===== src/rtl/divide_control.sv =====
// divide_control: 8-bit unsigned restoring divider controller (shift/subtract FSM).
// Ports:
//   Clk      - system clock, rising edge
//   Reset    - synchronous active-low reset
//   Run      - start request, level-sensitive, sampled in IDLE
//   LoadB    - divisor load strobe, sampled in IDLE (wins over Run)
//   Din      - dividend on Run, divisor on LoadB
//   Aval     - remainder, low 8 bits of the 9-bit partial remainder A
//   Bval     - quotient Q
//   Sval     - divisor S
//   Busy     - high in LOAD, SHIFT and SUB
//   Done     - one-cycle completion pulse
//   DivZero  - divide-by-zero flag
// Build option: define DIV_ZERO_DETECT_EN to short-circuit S==0 straight to DONE
// with DivZero set; otherwise DivZero is 0 and S==0 runs the full loop.
module divide_control (
    input  logic       Clk,
    input  logic       Reset,
    input  logic       Run,
    input  logic       LoadB,
    input  logic [7:0] Din,
    output logic [7:0] Aval,
    output logic [7:0] Bval,
    output logic [7:0] Sval,
    output logic       Busy,
    output logic       Done,
    output logic       DivZero
);
    typedef enum logic [2:0] {IDLE, LOAD, SHIFT, SUB, DONE, HOLD} state_t;

    state_t      state, state_n;
    logic [8:0]  a, a_n;
    logic [7:0]  q, q_n, s, s_n;
    logic [2:0]  cnt, cnt_n;
    logic [9:0]  diff;
`ifdef DIV_ZERO_DETECT_EN
    logic        div_zero, div_zero_n;
`endif

    always_ff @(posedge Clk) begin
        if (!Reset) begin
            state <= IDLE;
            a     <= '0;
            q     <= '0;
            s     <= '0;
            cnt   <= '0;
        end else begin
            state <= state_n;
            a     <= a_n;
            q     <= q_n;
            s     <= s_n;
            cnt   <= cnt_n;
        end
    end

`ifdef DIV_ZERO_DETECT_EN
    always_ff @(posedge Clk) begin
        if (!Reset) div_zero <= 1'b0;
        else        div_zero <= div_zero_n;
    end
    assign DivZero = div_zero;
`else
    assign DivZero = 1'b0;
`endif

    // diff[9] is the borrow: set when A < S
    assign diff = {1'b0, a} - {2'b00, s};

    always_comb begin
        state_n = state;
        a_n     = a;
        q_n     = q;
        s_n     = s;
        cnt_n   = cnt;
`ifdef DIV_ZERO_DETECT_EN
        div_zero_n = div_zero;
`endif
        case (state)
            IDLE: begin
                if (LoadB)    s_n     = Din;
                else if (Run) state_n = LOAD;
            end
            LOAD: begin
                a_n     = '0;
                q_n     = Din;
                cnt_n   = '0;
                state_n = SHIFT;
`ifdef DIV_ZERO_DETECT_EN
                div_zero_n = 1'b0;
                if (s == 8'd0) begin
                    a_n        = {1'b0, Din};
                    q_n        = 8'hFF;
                    div_zero_n = 1'b1;
                    state_n    = DONE;
                end
`endif
            end
            SHIFT: begin
                {a_n, q_n} = {a, q} << 1;
                state_n    = SUB;
            end
            SUB: begin
                if (!diff[9]) begin
                    a_n    = diff[8:0];
                    q_n[0] = 1'b1;
                end
                cnt_n   = cnt + 3'd1;
                state_n = (cnt == 3'd7) ? DONE : SHIFT;
            end
            DONE:    state_n = HOLD;
            HOLD:    state_n = Run ? HOLD : IDLE;
            default: state_n = IDLE;
        endcase
    end

    // Gated by Reset so both read 0 while reset is held, before the edge lands
    always_comb begin
        Busy = Reset && (state == LOAD || state == SHIFT || state == SUB);
        Done = Reset && (state == DONE);
    end

    assign Aval = a[7:0];
    assign Bval = q;
    assign Sval = s;
endmodule


===== config.mk =====
export PLATFORM = sky130hd
export DESIGN_NAME = divide_control
export DESIGN_NICKNAME = d
export VERILOG_FILES = /design/src/rtl/divide_control.sv
export SDC_FILE = /design/constraint.sdc
export NUM_CORES = 1
export LEC_CHECK = 0
export BUFFER_PORTS_ARGS = -buffer_cell sky130_fd_sc_hd__buf_2
export CAP_MARGIN = 20
export CORE_ASPECT_RATIO = 1.4
export CORE_MARGIN = 4
export CORE_UTILIZATION = 28
export DETAILED_ROUTE_END_ITERATION = 7
export MAX_ROUTING_LAYER = met4
export PLACE_DENSITY = 0.54
export SETUP_SLACK_MARGIN = 0.1
export SYNTH_ARGS = -nofsm -noshare
export SYNTH_HDL_FRONTEND = slang
export SYNTH_SLANG_ARGS = --single-unit

===== constraint.sdc =====
create_clock -name Clk -period 3.59 [get_ports Clk]
set_clock_uncertainty 0.15 [all_clocks]
set_input_delay 0.1795 -clock Clk [delete_from_list [all_inputs] [get_ports Clk]]
set_output_delay 0.1795 -clock Clk [all_outputs]
set_load 0.05 [all_outputs]

# After elaboration in Yosys (flattened, before gate mapping)
# Cells that the tools add are included.
# classes
n_addsub	2
eq_ne	9
muxes	11
reduce_logical	11
# op_table
op	count
$pmux W9 S3	1
$pmux W3 S6	1
$pmux W7 S2	1
$mux W3	4
$sub A9 B8 Y10	1
$eq A3 B3 Y1 const B	3
$mux W9	1
$eq A3 B2 Y1 const B	2
$ne A2 B2 Y1 const B	3
$pmux W3 S2	1
$reduce_and A2 Y1	3
$reduce_bool A2 Y1	2
$add A3 B1 Y3 const B	1
$eq A3 B1 Y1 const B	1
$logic_not A3 Y1	1
$pmux W1 S3	1
$reduce_bool A3 Y1	1
$logic_and A1 B1 Y1	2
$logic_or A1 B1 Y1	2
$mux W1	1
# word_totals
regBits	31
input_bits	12
out_inout_bits	27

# Logic depth before layout (Yosys ltp)
# Gate-level depths: netlist of run 1.
# depth
word_depth	4
depth_mapped	9
ltp_nobuf	8

# Least setup slack after synthesis of run 1
# No wires, ideal clock.
# synth_path
path_kind	flip-flop to flip-flop
from	register s[4], in the netlist Sval[4]
to	register a[7]
setup_time_ns	0.092
arrival_time_ns	2.182
required_ns	3.348
path_slack_ns	1.166
path_stages_with_launch	10
path_buffers	2
path_cell_list	dfxtp_1 -> inv_1 -> ha_1 -> a211oi_2 -> o2111ai_1 -> a31o_1 -> buf_6 -> and2_4 -> buf_6 -> a311oi_4
# synth_between
elab_chain_cells	3
elab_cells_between_ends	5
# synth_lines
item	line	source
start, declared	33	logic [7:0] q, q_n, s, s_n;
start signal, assigned	51	s <= s_n;
$sub A9 B8 Y10 (*)	67	assign diff = {1'b0, a} - {2'b00, s};
$mux W9 or $ne A2 B2 Y1 (tied branches)	-	
$pmux W9 S3 or $reduce_and A2 Y1 (tied branches)	-	
end signal, assigned	49	a <= a_n;
end, declared	32	logic [8:0] a, a_n;
# Every way passes the cells marked *; elsewhere a longest branch is shown, timed or not. The select of a mux whose other input is x is not followed.
# A chain may end at the register's enable or synchronous reset.

# Worst setup path after layout of run 1
# layout_path
from	register a[0]
to	register a[6]
# layout_between
elab_chain_cells	3
elab_cells_between_ends	5
# layout_lines
item	line
$sub A9 B8 Y10 (*)	67
$mux W9 or $ne A2 B2 Y1 (tied branches)	-
$pmux W9 S3 or $reduce_and A2 Y1 (tied branches)	-
# Marked as above.

==> qor.yml, run 1 <==
run_status:
  status: "complete, no violations"
clocking:
  worstSkewPairLatency_ns: 0.28
  cts_buffers: 5
  cts.reportedPaths.clkPinSlew_ns: 0.06
  clock-sinks: 31
  cts_tree: "done"
  cts_max_path_buffers: 2
  htree_levels: 2
  cts_root_buf: "clkbuf_8"
  post_cts_buffers: 0
finish:
  utilization_pct: 34.1
  instances_no_fill: 359
  finalNetCount: 289
  drive_above_1_share_pct: 22.5
  antenna_cells: 0
  layout-area-overhead-vs-synth_pct: 17.0
timing:
  tightest_slew_ns: 0.814
  period_share_pct: 64.1
  fin_crit_ns: 2.30
  grt_setup_unrepaired: "false"
  fmax_mhz: 435
  setup_viol: 0
  fin_hold_ws_ns: 0.0104
  slew_headroom_pct: 45.6
  setup_tns_ns: 0
  finalHoldViolations: 0
  slew_violations: 0
  layout_setup_ws_ns: 1.29
synth:
  ys_types: 55
  async_flop_share_pct: 0
  ys.flop_type: "dfxtp_1"
  syn_area_sq_mm: 0.00194
  synth-warning-count: 0
  syn_inst: 235
  yosysSeqAreaShare_pct: 32.0
  synth_area_per_cell_sq_um: 8.26
  synth-edff-count: 0
  syn_nets: 258
  ys_ff_latch: 31
place:
  place_hpwl_um: 4020
  port_buffers: 37
  place.gp.congestion: 0.849
  dp_slack_ns: 1.32
  place_inst: 346
detailed_routing:
  avgViaCountPerCell: 4.97
  drc: 0
  drtIter0Drc: 71
  wl_um: 5130
  drt.antenna.violating_nets: 0
  num_vias: 1783
  dr.pass1.iters: 5
  avgRoutedWirePerCell_um: 14.3
die:
  fp.dieW_um: 78.4
  rows: 35
  dieArea_sq_mm: 0.00835
  io_pins: 39
  start_util_pct: 29.2
  core_area_sq_mm: 0.00666
  fp.dieH_um: 107
worst_setup_path:
  max_stage_delay_ns: 0.42
  cp.depth: 8
  crit_path_end: "a[6]$_SDFFE_PN0P_"
  startpoint_type: "register"
  crit_required_ns: 3.60
  cp_slowest_cell: "fa_1"
  worstRegToRegCells: 8
  worst-path-buf-inv: 1
  crit_start: "a[0]$_SDFFE_PN0P_"
  path_max_fanout: 3
  path_delay_family: "compound AO/OA/AOI/OAI gates"
  cp-end-kind: "register"
  r2r_start: "a[0]$_SDFFE_PN0P_"
  reg2reg_to: "a[6]$_SDFFE_PN0P_"
  r2r_setup_slack_ns: 1.29
  crit_type: "reg2reg"
  crit_arrival_ns: 2.31
  crit_chain: "inv_1 > ha_1 > fa_1 > nor2b_1 > o21ai_0 > a21bo_2 > a32oi_1 > a211oi_2"
min_path:
  hp-class: "in2reg"
global_route:
  track_usage_pct: 13.4
  grt_max_degree: 21
  antenna_found_initial: 0
  overflow: 0
  grt_pass1_vias: 1796
  grt_pass1_wl_um: 8690
pwr:
  leakagePower_nw: 0.917
  power_density_mw_per_mm2: 504
  ir_drop_v: 0.000253
flow_run:
  maxCapViolCount: 0
## layout by cell type, fill, tap and decap left out, types with 2 or more instances in the layout
master / n
o21a_1: 2
inv_1: 14
buf_4: 2
dlygate4sd3_1: 5
a22oi_1: 7
xnor2_1: 2
nor3_1: 2
a31oi_1: 2
o21ai_0: 6
a211oi_2: 6
nand4_1: 4
a311oi_1: 2
buf_2: 37
dfxtp_1: 31
a32oi_1: 2
and2_1: 2
nor2_1: 18
clkbuf_8: 7
nor2b_1: 2
nand3b_1: 4
ha_1: 10
and3_1: 2
o2bb2ai_1: 2
nand2_1: 33
nand2b_1: 4
mux2i_1: 2
nand3_1: 2
a21oi_1: 28
## state kept, by name, indices dropped and copies added, names as in the netlist
signal	cells
Bval	8
a	9
Sval	8
cnt	3
state	3
## area by class of cell
type | instances | area [sq um]
fill | 734 | 4380
sequential | 31 | 621
inverter | 14 | 52.6
multi-input combinational | 170 | 1130
timing repair buffer | 44 | 250
tap | 92 | 115
clock buffer | 8 | 100
## worst min path at each step
| stage | startpoint | to | slack, ns | cells after the start |
|---|---|---|---|---|
| detailed placement | Din[5] | Sval[5]$_SDFFE_PN0P_ | 0.29 | 3 |
| floorplan | Din[0] | Sval[0]$_SDFFE_PN0P_ | 0.17 | 2 |
| finish | Din[2] | Sval[2]$_SDFFE_PN0P_ | 0.01 | 3 |
| CTS | Din[2] | Sval[2]$_SDFFE_PN0P_ | 0.003 | 3 |
| global route | Din[2] | Sval[2]$_SDFFE_PN0P_ | 0.007 | 3 |
| global placement | Din[5] | Sval[5]$_SDFFE_PN0P_ | 0.29 | 3 |
## metal layers
layer  up-vias  GRT usage (%)  part of all wire [%]  wire length [um]
li1        888              -                     -                 -
met1       811           15.7                    41              2100
met2        72           22.7                    52              2670
met3        12           1.36                   4.1               209
met4         0           6.38                   3.0               155
met5         -              -                     0                 0
## cells by family (layout without fill, tap and decap cells)
| logic type | count (synthesis) | in the layout | share of synthesized area, % |
|---|---|---|---|
| buffers and inverters | 34 | 66 | 9.66 |
| multiplexers | 3 | 3 | 1.61 |
| other | 1 | 1 | 0.193 |
| AND/OR/NAND/NOR | 79 | 79 | 19.7 |
| flip-flops | 31 | 31 | 32.0 |
| XOR/XNOR | 3 | 3 | 1.35 |
| adder cells (fa/ha/maj) | 11 | 11 | 7.47 |
| AO/OA/AOI/OAI | 73 | 73 | 28.1 |
## tightest hold or removal path: stages
cell and delay [ns]:
buf_2 0.11, nand2_1 0.05, a21oi_1 0.05
## power by group
part / internal [mW] / leakage (nW) / switching (mW)
logic: 0.147 / 0.612 / 0.286
registers: 0.373 / 0.253 / 0.0374
clock network: 0.175 / 0.0515 / 0.127
total: 0.695 / 0.917 / 0.450
## cell usage after synthesis, types with 3 or more instances
cell	number	area [sq um]
nand2_1	33	124
dfxtp_1	31	621
a21oi_1	28	140
nor2_1	18	67.6
inv_1	14	52.6
buf_4	11	82.6
ha_1	10	125
a22oi_1	7	52.6
a211oi_2	6	75.1
o21ai_0	6	30.0
nand2b_1	4	25.0
nand3b_1	4	30.0
nand4_1	4	25.0
buf_2	3	15.0
clkbuf_1	3	11.3
## metrics by stage
step | power, mW | instance area, sq um
5_1_grt | 1.22 | 2270
2_1_floorplan | 0.767 | 1940
3_5_place_dp | 0.844 | 2120
6_report | 1.14 | 2270
3_3_place_gp | 0.846 | 2120
4_1_cts | 1.16 | 2270
## what timing repair did
action	CTS	global route
endpoints found under the hold margin	5	0
endpoints found under the setup margin	0	0
gates resized for setup	0	0
hold buffers	5	0
(Power assumes the default switching activity.)
==> inputs of run 2 (changes only) <==
- clock period: 3.59 -> 2.4 ns (I/O delays scaled with it)
==> run 2 against run 1 <==
Final cell count up 4.2%. Count of clock-buffer cells in the layout is 1 lower. Maximum frequency grew 6.6%. Non-clock buffer count is 15 higher. Power rose by 56%. Via count grew 0.90%. Die area is the same. Worst hold slack better by 0.014 ns. Sequential power rose by 48%. First-iteration DRC count grew 28%. Utilization grew 2.1 points. Largest power group unchanged. Highest routed layer unchanged.
==> qor.yml, run 2 (same netlist as run 1, synthesis figures left out) <==
worst_setup_path:
  crit_required_ns: 2.40  # was 3.60 ns
  r2r_start: "Sval[4]$_SDFFE_PN0P_"  # was a[0]$_SDFFE_PN0P_
  cp-end-kind: "register"  # unchanged
  path_max_fanout: 6  # was 3
  crit_arrival_ns: 2.16  # was 2.31 ns
  crit_type: "reg2reg"  # unchanged
  startpoint_type: "register"  # unchanged
  crit_start: "Sval[4]$_SDFFE_PN0P_"  # was a[0]$_SDFFE_PN0P_
global_route:
  overflow: 0  # unchanged
  gr-usage-met2_pct: 24.9  # was 22.7%
  top_usage_layer: "met2"  # unchanged
  use_met1_pct: 15.5  # was 15.7%
  grt.met3_usage_pct: 1.44  # was 1.36%
  track_usage_pct: 14.0  # was 13.4%
  grt_pass1_wl_um: 9170  # was 8690 um
  grt_pass1_vias: 1863  # was 1796
  grt_max_degree: 18  # was 21
  antenna_found_initial: 0  # unchanged
place:
  place.gp.congestion: 0.841  # was 0.849
  place_area_sq_mm: 0.00221  # was 0.00212 sq mm
  place_hpwl_um: 4200  # was 4020 um
  port_buffers: 37  # unchanged
  dp_slack_ns: 0.190  # was 1.32 ns
timing:
  grt_setup_unrepaired: "true"  # was false
  fin_crit_ns: 2.16  # was 2.30 ns
  layout_setup_ws_ns: 0.242  # was 1.29 ns
  setup_tns_ns: 0  # unchanged
  tightest_slew_ns: 0.696  # was 0.814 ns
  fmax_mhz: 463  # was 435 MHz
  finalHoldViolations: 0  # unchanged
  slew_violations: 0  # unchanged
  setup_viol: 0  # unchanged
  period_share_pct: 89.9  # was 64.1%
  slew_headroom_pct: 53.6  # was 45.6%
clocking:
  htree_levels: 2  # unchanged
  cts_buffers: 5  # unchanged
  cts_max_path_buffers: 2  # unchanged
  cts.reportedPaths.clkPinSlew_ns: 0.08  # was 0.06 ns
  cts_root_buf: "clkbuf_8"  # unchanged
  cts_tree: "done"  # unchanged
  post_cts_buffers: 0  # unchanged
  worstSkewPairLatency_ns: 0.29  # was 0.28 ns
  clock-sinks: 31  # unchanged
detailed_routing:
  avgViaCountPerCell: 4.81  # was 4.97
  drtIter0Drc: 91  # was 71
  num_vias: 1799  # was 1783
  drc: 0  # unchanged
  dr.pass1.iters: 4  # was 5
  wl_um: 5430  # was 5130 um
  drt.antenna.violating_nets: 0  # unchanged
  avgRoutedWirePerCell_um: 14.5  # was 14.3 um
finish:
  largest_reg_flops: 9  # unchanged
  fin_area_sq_mm: 0.00241  # was 0.00227 sq mm
  drive_above_1_share_pct: 27.7  # was 22.5%
  layout_commonest_cell: "buf_2"  # unchanged
  top_register: "a"  # unchanged
  finalNetCount: 304  # was 289
  final_cell_mix: "buf_2, nand2_1, dfxtp_1, a21oi_1, nor2_1"  # unchanged
  antenna_cells: 0  # unchanged
  nFillCells: 732  # was 734
  layout-area-overhead-vs-synth_pct: 24.3  # was 17.0%
die:
  io_pins: 39  # unchanged
  core_area_sq_mm: 0.00666  # unchanged
  start_util_pct: 29.2  # unchanged
  fp.dieH_um: 107  # unchanged
  fp.dieW_um: 78.4  # unchanged
  dieArea_sq_mm: 0.00835  # unchanged
  rows: 35  # unchanged
pwr:
  power_density_mw_per_mm2: 740  # was 504 mW/mm^2
  leakagePower_nw: 0.991  # was 0.917 nW
  ir_drop_v: 0.000376  # was 0.000253 V
flow_run:
  maxCapViolCount: 0  # unchanged
min_path:
  hp-start: "Reset"  # was Din[2]
  hp-class: "in2reg"  # unchanged
run_status:
  status: "complete, no violations"  # unchanged
-- run 2: changes by cell type in the layout (fill, tap and decap cells not counted), sizes merged --
cell / previous run / this run
buf: 39 / 50
clkbuf: 8 / 7
dlygate4sd3: 5 / 9
clkinvlp: 0 / 1
-- run 2: worst max-delay path: stages (launching register included) --
cell and delay [ns]:
dfxtp_2 0.34, inv_1 0.05, ha_1 0.37, a211oi_2 0.24
o2111ai_1 0.17, a31o_1 0.28, buf_4 0.18, a21oi_1 0.17
a211oi_2 0.06
-- run 2: layout make-up --
| class | count | area [sq um] | area share [%] |
|---|---|---|---|
| Multi-Input combinational cell | 170 | 1140 | 47.4 |
| Clock buffer | 7 | 96.3 | 3.99 |
| Clock inverter | 1 | 7.51 | 0.311 |
| Tap cell | 92 | 115 | 4.77 |
| Inverter | 14 | 52.6 | 2.18 |
| Sequential cell | 31 | 626 | 25.9 |
| Timing Repair Buffer | 59 | 373 | 15.4 |
-- run 2: final timing paths --
path / slack, ns / endpoint / cells after the start
worst max register to register: 0.24 / a[3]$_SDFFE_PN0P_ / 8
worst min-delay path: 0.02 / a[2]$_SDFFE_PN0P_ / 3
worst max-delay path: 0.24 / a[3]$_SDFFE_PN0P_ / 8
worst min register to register: 0.31 / cnt[2]$_SDFFE_PN0P_ / 2
-- run 2: per-stage QoR --
step                instances  hold WS (ns)  total power, mW  utilization [%]
detailed placement        357         0.222             1.30             33.2
global route              374        0.0496             1.89             36.3
CTS                       374        0.0134             1.79             36.1
finish                    374        0.0248             1.79             36.3
global placement          357         0.219             1.30             33.2
floorplan                 235        0.0985             1.15                -
-- run 2: report_power, final --
part           switching [mW]  internal (mW)  total (mW)
sequential             0.0513          0.559       0.610
clock                   0.214          0.261       0.475
combinational           0.447          0.254       0.701
-- run 2: timing repair --
| action | 4_1_cts | 5_1_grt |
|---|---|---|
| gates resized for setup | 0 | 3 |
| endpoints found under the setup margin | 0 | 3 |
| endpoints found under the hold margin | 13 | 0 |
| hold buffers | 9 | 0 |
-- run 2: routing by layer --
metal	part of all wire (%)	vias up	wire, um
met1	42	834	2300
li1	-	922	-
met2	53	34	2860
met5	0	-	0
met3	2.2	9	121
met4	2.8	0	151
